--- src/rtl/transmit_packet_pkg.sv ---
// Shared types and constants for the packet-RAM transmit path.
package transmit_packet_pkg;

  typedef enum logic [1:0] {
    StIdle,
    StRdReq,
    StSend,
    StDone
  } tx_state_e;

  localparam int unsigned MIN_FRAME_LEN  = 60;
  localparam int unsigned BYTES_PER_WORD = 4;

endpackage

--- src/rtl/tx_byte_serializer.sv ---
// 32-to-8 width converter: holds one RAM word and presents it a byte per beat, lane 0 first.
module tx_byte_serializer
  import transmit_packet_pkg::*;
(
  input  logic        clk_i,
  input  logic        rst_i,
  input  logic        load_i,
  input  logic [31:0] word_i,
  input  logic        valid_i,
  input  logic        ready_i,
  output logic [7:0]  data_o,
  output logic        valid_o,
  output logic        accept_o,
  output logic        last_lane_o
);

  localparam int unsigned LaneW = $clog2(BYTES_PER_WORD);

  logic [31:0]      word_q, word_d;
  logic [LaneW-1:0] lane_q, lane_d;

  assign accept_o    = valid_i & ready_i;
  assign valid_o     = valid_i;
  assign last_lane_o = (lane_q == LaneW'(BYTES_PER_WORD - 1));
  assign data_o      = valid_i ? word_q[{lane_q, 3'b000} +: 8] : 8'h00;

  always_comb begin
    word_d = word_q;
    lane_d = lane_q;
    if (load_i) begin
      word_d = word_i;
      lane_d = '0;
    end else if (accept_o) begin
      lane_d = lane_q + LaneW'(1);
    end
  end

  always_ff @(posedge clk_i) begin
    if (rst_i) begin
      word_q <= '0;
      lane_q <= '0;
    end else begin
      word_q <= word_d;
      lane_q <= lane_d;
    end
  end

endmodule

--- src/rtl/transmit_packet.sv ---
// Streams a frame from packet RAM to the MAC transmit FIFO, one byte per Avalon-ST beat.
// Optional short-frame zero padding to 60 bytes is enabled by defining TX_PAD_EN.
module transmit_packet
  import transmit_packet_pkg::*;
#(
  parameter int unsigned ADDR_W  = 10,
  parameter int unsigned LEN_W   = 12,
  parameter int unsigned MAX_LEN = 1518
) (
  input  logic              clk_original,
  input  logic              rst,
  input  logic              tx_start,
  input  logic [ADDR_W-1:0] tx_base_addr,
  input  logic [LEN_W-1:0]  tx_length,
  output logic              tx_busy,
  output logic              tx_len_err,
  output logic              data_sent,
  output logic [ADDR_W-1:0] ram_addr,
  output logic              ram_chipselect,
  output logic              ram_read,
  input  logic [31:0]       ram_readdata,
  output logic [3:0]        ram_byteenable,
  input  logic              ram_waitrequest,
  output logic [7:0]        ff_tx_data,
  output logic              ff_tx_sop,
  output logic              ff_tx_eop,
  output logic              ff_tx_wren,
  input  logic              ff_tx_rdy,
  output logic              ff_tx_err,
  output logic              ff_tx_crc_fwd
);

  tx_state_e         state_q, state_d;
  logic [ADDR_W-1:0] cur_addr_q, cur_addr_d;
  logic [LEN_W-1:0]  len_q, len_d;
  logic [LEN_W-1:0]  byte_cnt_q, byte_cnt_d;
  logic              len_err_q, len_err_d;

  logic              len_ok, load, sending, accept, last_lane, is_eop, need_word;
  logic [LEN_W-1:0]  frame_len;
  logic [7:0]        ser_data;

`ifdef TX_PAD_EN
  logic [LEN_W-1:0]  data_len_q, data_len_d;
  logic              pad_zone;

  // len_q counts wire bytes; data_len_q counts the bytes that actually live in RAM.
  assign frame_len = (tx_length < LEN_W'(MIN_FRAME_LEN)) ? LEN_W'(MIN_FRAME_LEN) : tx_length;
  assign pad_zone  = (byte_cnt_q >= data_len_q);
  assign need_word = ((byte_cnt_q + LEN_W'(1)) < data_len_q);
  assign ff_tx_data = pad_zone ? 8'h00 : ser_data;
`else
  assign frame_len  = tx_length;
  assign need_word  = 1'b1;
  assign ff_tx_data = ser_data;
`endif

  assign len_ok = (tx_length != '0) && (tx_length <= LEN_W'(MAX_LEN));
  assign is_eop = sending && (byte_cnt_q == len_q - LEN_W'(1));

  assign ff_tx_sop     = sending && (byte_cnt_q == '0);
  assign ff_tx_eop     = is_eop;
  assign ff_tx_err     = 1'b0;
  assign ff_tx_crc_fwd = 1'b0;
  assign tx_busy       = (state_q != StIdle);
  assign data_sent     = (state_q == StDone);
  assign tx_len_err    = len_err_q;

  tx_byte_serializer u_ser (
    .clk_i       (clk_original),
    .rst_i       (rst),
    .load_i      (load),
    .word_i      (ram_readdata),
    .valid_i     (sending),
    .ready_i     (ff_tx_rdy),
    .data_o      (ser_data),
    .valid_o     (ff_tx_wren),
    .accept_o    (accept),
    .last_lane_o (last_lane)
  );

  always_comb begin
    state_d        = state_q;
    cur_addr_d     = cur_addr_q;
    len_d          = len_q;
    byte_cnt_d     = byte_cnt_q;
    len_err_d      = 1'b0;
    load           = 1'b0;
    sending        = 1'b0;
    ram_chipselect = 1'b0;
    ram_read       = 1'b0;
    ram_byteenable = 4'h0;
    ram_addr       = '0;
`ifdef TX_PAD_EN
    data_len_d     = data_len_q;
`endif
    unique case (state_q)
      StIdle: begin
        if (tx_start) begin
          if (len_ok) begin
            cur_addr_d = tx_base_addr;
            len_d      = frame_len;
            byte_cnt_d = '0;
`ifdef TX_PAD_EN
            data_len_d = tx_length;
`endif
            state_d    = StRdReq;
          end else begin
            len_err_d = 1'b1;
          end
        end
      end
      StRdReq: begin
        ram_chipselect = 1'b1;
        ram_read       = 1'b1;
        ram_byteenable = 4'hF;
        ram_addr       = cur_addr_q;
        if (!ram_waitrequest) begin
          load       = 1'b1;
          cur_addr_d = cur_addr_q + ADDR_W'(1);
          state_d    = StSend;
        end
      end
      StSend: begin
        sending = 1'b1;
        if (accept) begin
          byte_cnt_d = byte_cnt_q + LEN_W'(1);
          if (is_eop) begin
            state_d = StDone;
          end else if (last_lane && need_word) begin
            state_d = StRdReq;
          end
        end
      end
      StDone: state_d = StIdle;
      default: state_d = StIdle;
    endcase
  end

  always_ff @(posedge clk_original) begin
    if (rst) begin
      state_q    <= StIdle;
      cur_addr_q <= '0;
      len_q      <= '0;
      byte_cnt_q <= '0;
      len_err_q  <= 1'b0;
`ifdef TX_PAD_EN
      data_len_q <= '0;
`endif
    end else begin
      state_q    <= state_d;
      cur_addr_q <= cur_addr_d;
      len_q      <= len_d;
      byte_cnt_q <= byte_cnt_d;
      len_err_q  <= len_err_d;
`ifdef TX_PAD_EN
      data_len_q <= data_len_d;
`endif
    end
  end

endmodule

--- config.mk ---
export PLATFORM = sky130hd
export DESIGN_NAME = transmit_packet
export DESIGN_NICKNAME = d
export VERILOG_FILES = /design/src/rtl/transmit_packet_pkg.sv /design/src/rtl/tx_byte_serializer.sv /design/src/rtl/transmit_packet.sv
export SDC_FILE = /design/constraint.sdc
export NUM_CORES = 1
export LEC_CHECK = 0
export ABC_AREA = 1
export BUFFER_PORTS_ARGS = -buffer_cell sky130_fd_sc_hd__buf_2
export CAP_MARGIN = 20
export CORE_ASPECT_RATIO = 2
export CORE_MARGIN = 1.5
export CORE_UTILIZATION = 26
export CTS_CLUSTER_DIAMETER = 60
export DETAILED_ROUTE_END_ITERATION = 7
export GPL_TIMING_DRIVEN = 0
export PLACE_DENSITY = 0.49
export SYNTH_ARGS = -nofsm -noshare
export SYNTH_HDL_FRONTEND = slang
export SYNTH_SLANG_ARGS = --single-unit
--- constraint.sdc ---
create_clock -name clk_original -period 2.3 [get_ports clk_original]
set_input_delay 0.23 -clock clk_original [delete_from_list [all_inputs] [get_ports clk_original]]
set_output_delay 0.23 -clock clk_original [all_outputs]
set_load 0.05 [all_outputs]
==> impl_metrics.csv <==
group,metric,value,unit
run_status,status,"complete, no violations",
critical_path,arrival,1.91,ns
synthesis,synth_top_cells_by_count,"nand2_1 (86), a21oi_1 (78), inv_1 (76), dfxtp_1 (71), o21ai_0 (66)",
synthesis,synth_cells,586,
layout,finalInstanceArea,5040,um^2
global_route,antenna_found_initial,0,
drt,route.detailed.drc,0,
critical_path,cp-end-kind,"output pin",
clocking,cts-htree-levels,3,
floorplanning,die_height,178,um
clocking,numCtsBuffers,9,
pwr,powerDensity,1010,nW/um^2
clocking,tritoncts,"done",
critical_path,worst_setup_path_start_kind,"register",
placed_design,port_buffers,87,
global_route,grt_overflow,0,
synthesis,synth_top_area_cell,"dfxtp_1",
drt,ant_nets,0,
critical_path,worstSetupPathType,"register to output pin",
placed_design,placed_area,4680,um^2
sta,hold_viol_final,0,
sta,period_minus_slack,2.14,ns
clocking,clockBufferDepth,2,
global_route,track_usage,15.6,%
min_path,hold_class,"input port to register",
floorplanning,die-area,16100,um^2
synthesis,synth_area_per_cell,6.80,um^2
global_route,grt_pass1_wl,19.6,mm
sta,rsz0062_at_grt,"false",
sta,worst-slew-pin-transition,0.663,ns
sta,final.period_utilization,92.9,%
synthesis,synth_ff_type,"dfxtp_1",
drt,wl_per_cell,13.8,um
critical_path,cp_max_fo,10,
layout,final_layout_size_suffix_gt1_share,24.0,%
sta,max_slew_margin,55.8,%
flow_run,cap_violations,0,
floorplanning,ioPinCount,91,
synthesis,yosys-top-cells-area,"dfxtp_1 (36%), a21oi_1 (9.8%), o21ai_0 (8.3%)",
synthesis,async_reset_ff_share,0,%
floorplanning,core,14900,um^2
critical_path,cpPeakStageDelay,0.34,ns
drt,avgViaCountPerCell,4.58,
sta,setup_violations,0,
critical_path,critPathSlowestCell,"dfxtp_1",
floorplanning,num_rows,63,
clocking,cts_root_buffer,"clkbuf_16",
clocking,clk_pin_slew,0.06,ns
layout,n_antenna_cell,0,
layout,syn_to_final_growth,26.5,%
synthesis,synth-seq-cells,71,
sta,drv_slew,0,
pwr,peakVddDrop,448,uV
floorplanning,initial_core_util,26.8,%
synthesis,netlist_area,3990,um^2
synthesis,yosys_warnings,0,
synthesis,synth_top_area_share,35.7,%
critical_path,critPathBufInv,3,
sta,clock.fmax,468,MHz
synthesis,ys_types,43,
sta,skew,0.0115,ns
critical_path,path_cells,"clkbuf_2 -> clkbuf_1 -> o21ai_0 -> a21oi_1 -> buf_2",
clocking,clock-sinks,71,
global_route,first_global_vias,4090,
synthesis,synth_edf_count,0,
global_route,grt_max_degree,19,
drt,finalWirelength,12.3,mm
layout,utilization,33.8,%
placed_design,place_hpwl,10.0,mm
synthesis,seq_area_frac_synth,35.7,%
pwr,power,5110,uW
critical_path,path_delay_family,"buffers and inverters",
pwr,power.leakage,0.00212,uW
clocking,hold_buffers,0,
drt,drtIter0Drc,133,
layout,fill_cells,1620,
critical_path,required,2.07,ns
synthesis,yosysMostFrequentCell,"nand2_1",
drt,first_pass_iters,4,
layout,nets,753,
clocking,clk-insertion-delay-late,0.34,ns
drt,vias,4068,
floorplanning,fp.dieW,90.6,um
placed_design,globalplace.congestion,0.847,
cell usage in the layout, fill, tap and decap left out, drive strengths merged:
cell      synthesis  final
a211oi            5      5
a21o              1      1
a21oi            85     85
a221oi            2      2
a2bb2oi           1      1
a311oi            1      1
a31oi             4      4
and2              1      1
buf              16    106
bufinv            0      1
clkbuf           15     26
clkinv            2      4
clkinvlp          0      1
conb              1      2
dfxtp            71     71
ha                5      5
inv              86     87
nand2            88     88
nand3            23     23
nand4             6      6
nor2             63     63
nor3             13     13
nor4              3      3
o211ai            1      1
o21ai            79     79
or2               1      1
xnor2             5      5
xnor3             1      1
xor2              7      7
report_power, final:
| part | total, uW | internal, uW | switching (uW) | leakage [uW] |
|---|---|---|---|---|
| registers | 1640 | 1470 | 166 | 0.000578 |
| clock network | 1380 | 835 | 543 | 0.000139 |
| logic | 2090 | 689 | 1400 | 0.00140 |
| total | 5110 | 2990 | 2110 | 0.00212 |
layer usage:
| metal | part of all wire [%] | GRT usage (%) | up-vias |
|---|---|---|---|
| met1 | 35 | 14.2 | 1841 |
| met2 | 58 | 31.6 | 81 |
| li1 | - | - | 2119 |
| met5 | 0 | 0 | - |
| met3 | 3.0 | 2.22 | 27 |
| met4 | 3.9 | 8.99 | 0 |
what timing repair did:
item | CTS | global route
buffers inserted | 1 | 4
endpoints found under the setup margin | 13 | 4
pin swaps | 1 | 0
resized for setup | 14 | 7
registers in the layout, summed over array words and instances (netlist names):
| signal | cells |
|---|---|
| byte_cnt_q | 12 |
| state_q | 2 |
| cur_addr_q | 10 |
| tx_len_err | 1 |
| u_ser.lane_q | 2 |
| len_q | 12 |
| u_ser.word_q | 32 |
per-stage QoR:
step / hold slack, ns / std cells / setup TNS, ns / setup WS (ns)
final: 0.170 / 888 / 0 / 0.163
after global routing: 0.182 / 888 / 0 / 0.00705
after CTS: 0.162 / 884 / 0 / 0.00720
after detailed placement: 0.434 / 869 / 0 / 0.0631
after global placement: 0.432 / 869 / 0 / 0.0833
after floorplan: 0.387 / 587 / -0.000850 / -0.000850
cells by family (layout without fill, tap and decap cells):
kind of cell	after synthesis	count (layout)	share of synthesized area, %
compound gates	179	179	24.3
xor+xnor	13	13	3.20
fa+ha+maj	5	5	1.57
buf+inv	119	225	13.1
flops	71	71	35.7
other cells	1	2	0.0941
simple gates	198	198	22.1
final cells by class:
cell class,count,area [um^2],area share (%)
Clock inverter,5,60.1,1.19
Sequential cell,71,1420,28.2
Clock buffer,10,229,4.54
Buffer,30,193,3.82
Inverter,88,334,6.63
Multi-Input combinational cell,397,2080,41.2
Tap cell,195,244,4.84
Timing Repair Buffer,92,484,9.61
worst reg2reg max path, cell delays in order (launching register included):
cell	delay, ns
dfxtp_1	0.34
inv_2	0.10
ha_4	0.16
nand2_2	0.08
nor2_4	0.14
nand2_1	0.08
nand2_1	0.06
nand2_1	0.05
nor2_1	0.09
nand2_1	0.06
nor2_2	0.11
nand3_2	0.07
buf_4	0.15
nand2_1	0.07
nand2_1	0.05
nand2_1	0.06
nand2_1	0.05
nor2_2	0.07
final timing paths:
kind	endpoint	slack [ns]	startpoint	cells past startpoint
min reg2reg	len_q[11]	0.44	len_q[11]	2
min	u_ser.word_q[27]	0.17	ram_readdata[27]	3
max	ff_tx_data[6]	0.16	u_ser.lane_q[0]	5
max reg2reg	state_q[1]	0.45	len_q[0]	17
(Power assumes the default switching activity.)
